==> src/rtl/vec_cache_sram_req_arb.sv <==
// Request scheduler and read-response buffer in front of one SRAM instance.
// Arbitrates read/write request streams onto the shared SRAM port, captures
// the one-cycle-latency read data into a tagged response FIFO, and promotes
// a starving read over write traffic.

package vec_cache_sram_pkg;
    typedef struct packed {
        logic [8:0] addr;
        logic [1:0] byte_sel;
        logic       mode;
    } sram_inst_cmd_t;
endpackage

module vec_cache_sram_req_arb
    import vec_cache_sram_pkg::*;
#(
    parameter int TAG_W      = 8,
    parameter int STARVE_MAX = 4,
    parameter int RSP_DEPTH  = 2
) (
    input  logic                           clk,
    input  logic                           rst,
    input  logic                           rd_req_valid,
    output logic                           rd_req_ready,
    input  sram_inst_cmd_t                 rd_req_cmd,
    input  logic [TAG_W-1:0]               rd_req_tag,
    input  logic                           wr_req_valid,
    output logic                           wr_req_ready,
    input  sram_inst_cmd_t                 wr_req_cmd,
    input  logic [31:0]                    wr_req_data,
    output logic                           read_vld,
    output sram_inst_cmd_t                 read_cmd,
    output logic                           write_vld,
    output sram_inst_cmd_t                 write_cmd,
    output logic [31:0]                    wr_data,
    input  logic [31:0]                    rd_data,
    output logic                           rsp_valid,
    input  logic                           rsp_ready,
    output logic [31:0]                    rsp_data,
    output logic [TAG_W-1:0]               rsp_tag,
    output logic [$clog2(RSP_DEPTH):0]     rsp_count
);

    localparam int AW = $clog2(RSP_DEPTH);
    localparam int CW = AW + 1;

    logic [3:0]       starve_cnt_q, starve_cnt_d;
    logic             inflight_q, inflight_d;
    logic [TAG_W-1:0] tag_q, tag_d;
    logic [AW-1:0]    wr_ptr_q, wr_ptr_d;
    logic [AW-1:0]    rd_ptr_q, rd_ptr_d;
    logic [CW-1:0]    count_q, count_d;
    logic [31:0]      mem_data_q [RSP_DEPTH];
    logic [TAG_W-1:0] mem_tag_q  [RSP_DEPTH];

    logic [CW:0]      credit_sum;
    logic             rd_credit_ok;
    logic             force_rd;
    logic             push;
    logic             pop;

    // Arbitration and combinational issue onto the SRAM port.
    always_comb begin
        credit_sum   = {1'b0, count_q} + (CW+1)'(inflight_q);
        rd_credit_ok = credit_sum < (CW+1)'(RSP_DEPTH);
        // Forced priority only matters while a read is actually waiting;
        // otherwise a saturated counter would stall writes with nothing to serve.
        force_rd     = rd_req_valid & rd_credit_ok & (starve_cnt_q == 4'(STARVE_MAX));
        wr_req_ready = !rst & !force_rd;
        rd_req_ready = !rst & rd_credit_ok & !(wr_req_valid & !force_rd);
        write_vld    = wr_req_valid & wr_req_ready;
        read_vld     = rd_req_valid & rd_req_ready;
        read_cmd     = rd_req_cmd;
        write_cmd    = wr_req_cmd;
        wr_data      = wr_req_data;
    end

    // Next-state for starvation counter, read pipeline and FIFO bookkeeping.
    always_comb begin
        starve_cnt_d = starve_cnt_q;
        inflight_d   = read_vld;
        tag_d        = tag_q;
        push         = inflight_q;
        pop          = (count_q != '0) & rsp_ready;
        wr_ptr_d     = wr_ptr_q;
        rd_ptr_d     = rd_ptr_q;
        count_d      = count_q;

        if (read_vld) begin
            starve_cnt_d = 4'd0;
            tag_d        = rd_req_tag;
        end else if (rd_req_valid & rd_credit_ok & write_vld &
                     (starve_cnt_q != 4'(STARVE_MAX))) begin
            // Only a read that lost to a write counts; lack of credit does not.
            starve_cnt_d = starve_cnt_q + 4'd1;
        end

        if (push) wr_ptr_d = wr_ptr_q + AW'(1);
        if (pop)  rd_ptr_d = rd_ptr_q + AW'(1);
        case ({push, pop})
            2'b10:   count_d = count_q + CW'(1);
            2'b01:   count_d = count_q - CW'(1);
            default: count_d = count_q;
        endcase
    end

    // State registers with synchronous reset; an in-flight read is dropped.
    always_ff @(posedge clk) begin
        if (rst) begin
            starve_cnt_q <= 4'd0;
            inflight_q   <= 1'b0;
            tag_q        <= '0;
            wr_ptr_q     <= '0;
            rd_ptr_q     <= '0;
            count_q      <= '0;
        end else begin
            starve_cnt_q <= starve_cnt_d;
            inflight_q   <= inflight_d;
            tag_q        <= tag_d;
            wr_ptr_q     <= wr_ptr_d;
            rd_ptr_q     <= rd_ptr_d;
            count_q      <= count_d;
        end
    end

    // Response storage; contents are masked at the output while empty.
    always_ff @(posedge clk) begin
        if (push && !rst) begin
            mem_data_q[wr_ptr_q] <= rd_data;
            mem_tag_q[wr_ptr_q]  <= tag_q;
        end
    end

    // Head-of-FIFO response, forced to zero while empty.
    always_comb begin
        rsp_valid = (count_q != '0);
        rsp_count = count_q;
        rsp_data  = rsp_valid ? mem_data_q[rd_ptr_q] : 32'd0;
        rsp_tag   = rsp_valid ? mem_tag_q[rd_ptr_q]  : '0;
    end

`ifndef SYNTHESIS
    // The credit check must make a push into a full FIFO unreachable.
    always_ff @(posedge clk) begin
        if (!rst && push && !pop) begin
            assert (count_q != CW'(RSP_DEPTH))
            else $error("response FIFO push while full");
        end
    end
`endif

endmodule
==> config.mk <==
export PLATFORM = sky130hd
export DESIGN_NAME = vec_cache_sram_req_arb
export DESIGN_NICKNAME = d
export VERILOG_FILES = /design/src/rtl/vec_cache_sram_req_arb.sv
export SDC_FILE = /design/constraint.sdc
export NUM_CORES = 1
export LEC_CHECK = 0
export ABC_CLOCK_PERIOD_IN_PS = 13600
export CAP_MARGIN = 20
export CORE_AREA = 2 2 115 89
export CTS_BUF_LIST = sky130_fd_sc_hd__clkbuf_8
export CTS_CLUSTER_SIZE = 25
export DETAILED_ROUTE_END_ITERATION = 8
export DIE_AREA = 0 0 117 91
export PLACE_DENSITY_LB_ADDON = 0.1
export SLEW_MARGIN = 20
export SYNTH_ARGS = -nofsm -noshare
export SYNTH_HDL_FRONTEND = slang
export SYNTH_SLANG_ARGS = --single-unit
==> constraint.sdc <==
create_clock -name clk -period 13.6 [get_ports clk]
set_input_delay 2.04 -clock clk [delete_from_list [all_inputs] [get_ports clk]]
set_output_delay 2.04 -clock clk [all_outputs]
set_load 0.05 [all_outputs]
==> summary.txt <==
Synthesis
  – Cell area after synthesis: 0.00432 mm2
  – Mapped Cells: 324
  – Count of flip-flops with a built-in enable after synthesis: 80
  – Syn nets: 428
  – Avg Cell Area, Syn: 13.3 um2
  – Library cells used by synthesis: 34
  – Mux cell area share after synthesis: 0.111
  – Synth Area in Adders: 0.00869
  – Predominant post-synthesis flop cell: edfxtp_1
  – Post-synthesis sequential area ratio: 0.640
  – Post-synth top area share: 0.556
  – Largest family of logic cells by synthesized area: buffers and inverters
  – Xor/xnor share of the synthesized area: 0.00811
  – Synth area leader: edfxtp_1
  – Compound-Gate Fraction of Synth Area: 0.0240
  – Post-Synth Simple-Gate Area: 0.0889
  – Synth Warn #: 0
  – Yosys reg bits: 98
  – Asr flop ratio synth: 0
  – Ranking of synthesized cells by area: edfxtp_1 56%, mux2i_1 11%, buf_4 9.7%

Worst setup path
  – CP arrival: 4.47 ns
  – Most used cell, CP: clkdlybuf4s50_1
  – Crit start category: input port
  – Worst R2R Setup Slack: 11.68 ns
  – Crit path capture type: output pin
  – RR Endpoint: tag_q[6]
  – Slowest stage cell, crit path: clkdlybuf4s50_1
  – Worst Reg-to-Reg Cells: 5
  – Crit path from: rd_req_valid
  – Req. time, crit path: 11.56 ns
  – Crit path max fanout: 10
  – Worst-path cell chain: clkdlybuf4s50_1 -> inv_1 -> a211oi_2 -> and2b_1 -> clkdlybuf4s50_1
  – Crit path largest cell delay: 0.80 ns
  – Crit path kind: input port to output pin
  – Worst Setup EP: read_vld
  – Reg2reg start: starve_cnt_q[0]

Die
  – CORE AREA: 0.00950 mm2
  – Row cnt: 31
  – Die Ht: 91 um
  – Initial Util: 0.455
  – Die width: 117 um
  – Boundary Pins: 204
  – Die ar.: 0.0106 mm2

Routing
  – Starting DRT DRC Count: 120
  – Drc violations: 0
  – 1st-pass router iterations: 4
  – Final WL: 7.31 mm
  – Vias per cell: 4.82
  – Detailed-route via count: 2391
  – WL/cell: 14.7 um
  – Remaining antenna violation count: 0

Cells and area
  – Final Instance Area: 0.00514 mm2
  – Layout cells sized above 1: 0.0632
  – Most common cell after layout, fill and taps aside: clkdlybuf4s50_1
  – Final cell count without fillers: 496
  – Area Overhead vs Synth: 19.0%
  – Ant. Diodes: 0
  – Fin nets: 463
  – Commonest cells after routing, fill and taps aside: 90 x clkdlybuf4s50_1, 80 x edfxtp_1, 48 x mux2i_1

CTS
  – Setup repair bufs after CTS: 0
  – CTS root buf: clkbuf_8
  – Hold buffers post-CTS: 0
  – Post_cts resized: 0
  – Clock Path Buffers: 2
  – Clock Latency Late Sink: 0.35 ns
  – TritonCTS sink count: 98
  – Worst-path clk slew: 0.08 ns
  – Total CTS buffers: 9
  – H-tree levels: 3
  – CTS tree: yes

Pwr
  – Peak VDD IR: 76.2 uV
  – Total power per unit cell area: 147 mW/mm2
  – Overall Power: 0.756 mW
  – Pleak: 1.67 nW

Timing
  – Pins over their slew limit: 0
  – Slew @ Worst Pin: 0.984 ns
  – Hold Worst Slack: 0.469 ns
  – Setup TNS: 0 ns
  – Endpoints failing hold: 0
  – Max-slew headroom: 0.342
  – RSZ-0062 raised after global routing: no
  – Setup-failing EPs final: 0
  – Achievable Freq: 154 MHz
  – Final period util: 0.479
  – Min Clock Period, post-route: 6.51 ns
  – Final worst clock skew: 0.00862 ns

Placed design
  – Dpl cells: 480
  – Placed inst area: 0.00495 mm2
  – Routability cong.: 0.814
  – IO buf count: 91
  – Post-DP HPWL: 4.61 mm

Hold path
  – Type of the most critical hold path: flip-flop to flip-flop
  – Min-Delay Path Depth: 0

Global routing
  – Vias in the first global route: 2304
  – Largest net degree at the start of global routing: 42
  – First-pass GRT wire length: 11.5 mm
  – GRT Resource Usage Total: 0.143
  – Overflow after GRT: 0
  – Initial antenna violation count: 1

Status
  – Status: finished clean

Flow run
  – Max_cap viols: 0
## flip-flops by register name (all words and copies together), names as in the netlist, named ones only
register,flops
rd_ptr_q,1
tag_q,8
mem_data_q,64
rsp_count,2
wr_ptr_q,1
inflight_q,1
mem_tag_q,16
starve_cnt_q,4
## critical path, delay by kind of cell
kind                   cells  cell delay (ns)
and+or+nand+nor            1             0.22
AOI/OAI and AO/OA          1             0.74
buffers and inverters      3             1.48
## how the worst min path moves through the flow
stage / start / endpoint / slack [ns]
4_1_cts: tag_q[2] / mem_tag_q[1][2] / 0.47
2_1_floorplan: tag_q[0] / mem_tag_q[0][0] / 0.43
5_1_grt: tag_q[1] / mem_tag_q[0][1] / 0.49
6_report: tag_q[2] / mem_tag_q[0][2] / 0.47
3_3_place_gp: tag_q[2] / mem_tag_q[0][2] / 0.44
3_5_place_dp: tag_q[2] / mem_tag_q[0][2] / 0.44
## kinds of logic after synthesis
logic type / after synthesis
DFF: 98
AOI/OAI and AO/OA: 14
buffers and inverters: 78
adders and majority gates: 3
and+or+nand+nor: 79
muxes: 48
xor gates and xnor gates: 4
## where the power goes
part | switching, mW | internal, mW | total, mW | leakage [nW]
clock network | 0.0964 | 0.0847 | 0.181 | 0.0984
logic | 0.154 | 0.0819 | 0.236 | 0.703
registers | 0.00564 | 0.332 | 0.338 | 0.869
## routing by layer
metal | share of wire | vias up | global-route usage | wire (um)
met4 | 0.013 | 2 | 0.0373 | 98
met3 | 0.079 | 19 | 0.0654 | 578
met1 | 0.46 | 1128 | 0.187 | 3370
met2 | 0.44 | 89 | 0.216 | 3240
met5 | 0.0026 | - | 0 | 19
li1 | - | 1153 | - | -
## Yosys cell counts, drive strengths merged (3+ instances only)
library cell / n
nand3: 3
dfxtp: 18
mux2i: 48
inv: 8
edfxtp: 80
nor2: 46
a211oi: 3
buf: 61
ha: 3
nand2b: 17
clkbuf: 9
## area by class of cell
class	count	area, um2
clock buffers	9	124
clock inverters	7	70.1
fillers	822	4360
inverters	8	30.0
multi-input cells	148	1060
flip-flops and latches	98	2760
well taps	132	165
repair buffers	94	928
## per-stage QoR
stage           util  setup slack, ns
2_1_floorplan      -             7.71
3_3_place_gp   0.521             7.08
3_5_place_dp   0.521             7.04
4_1_cts        0.541             7.03
5_1_grt        0.541             6.96
6_report       0.541             7.09
Note: power is estimated with default switching activity, not from simulation.
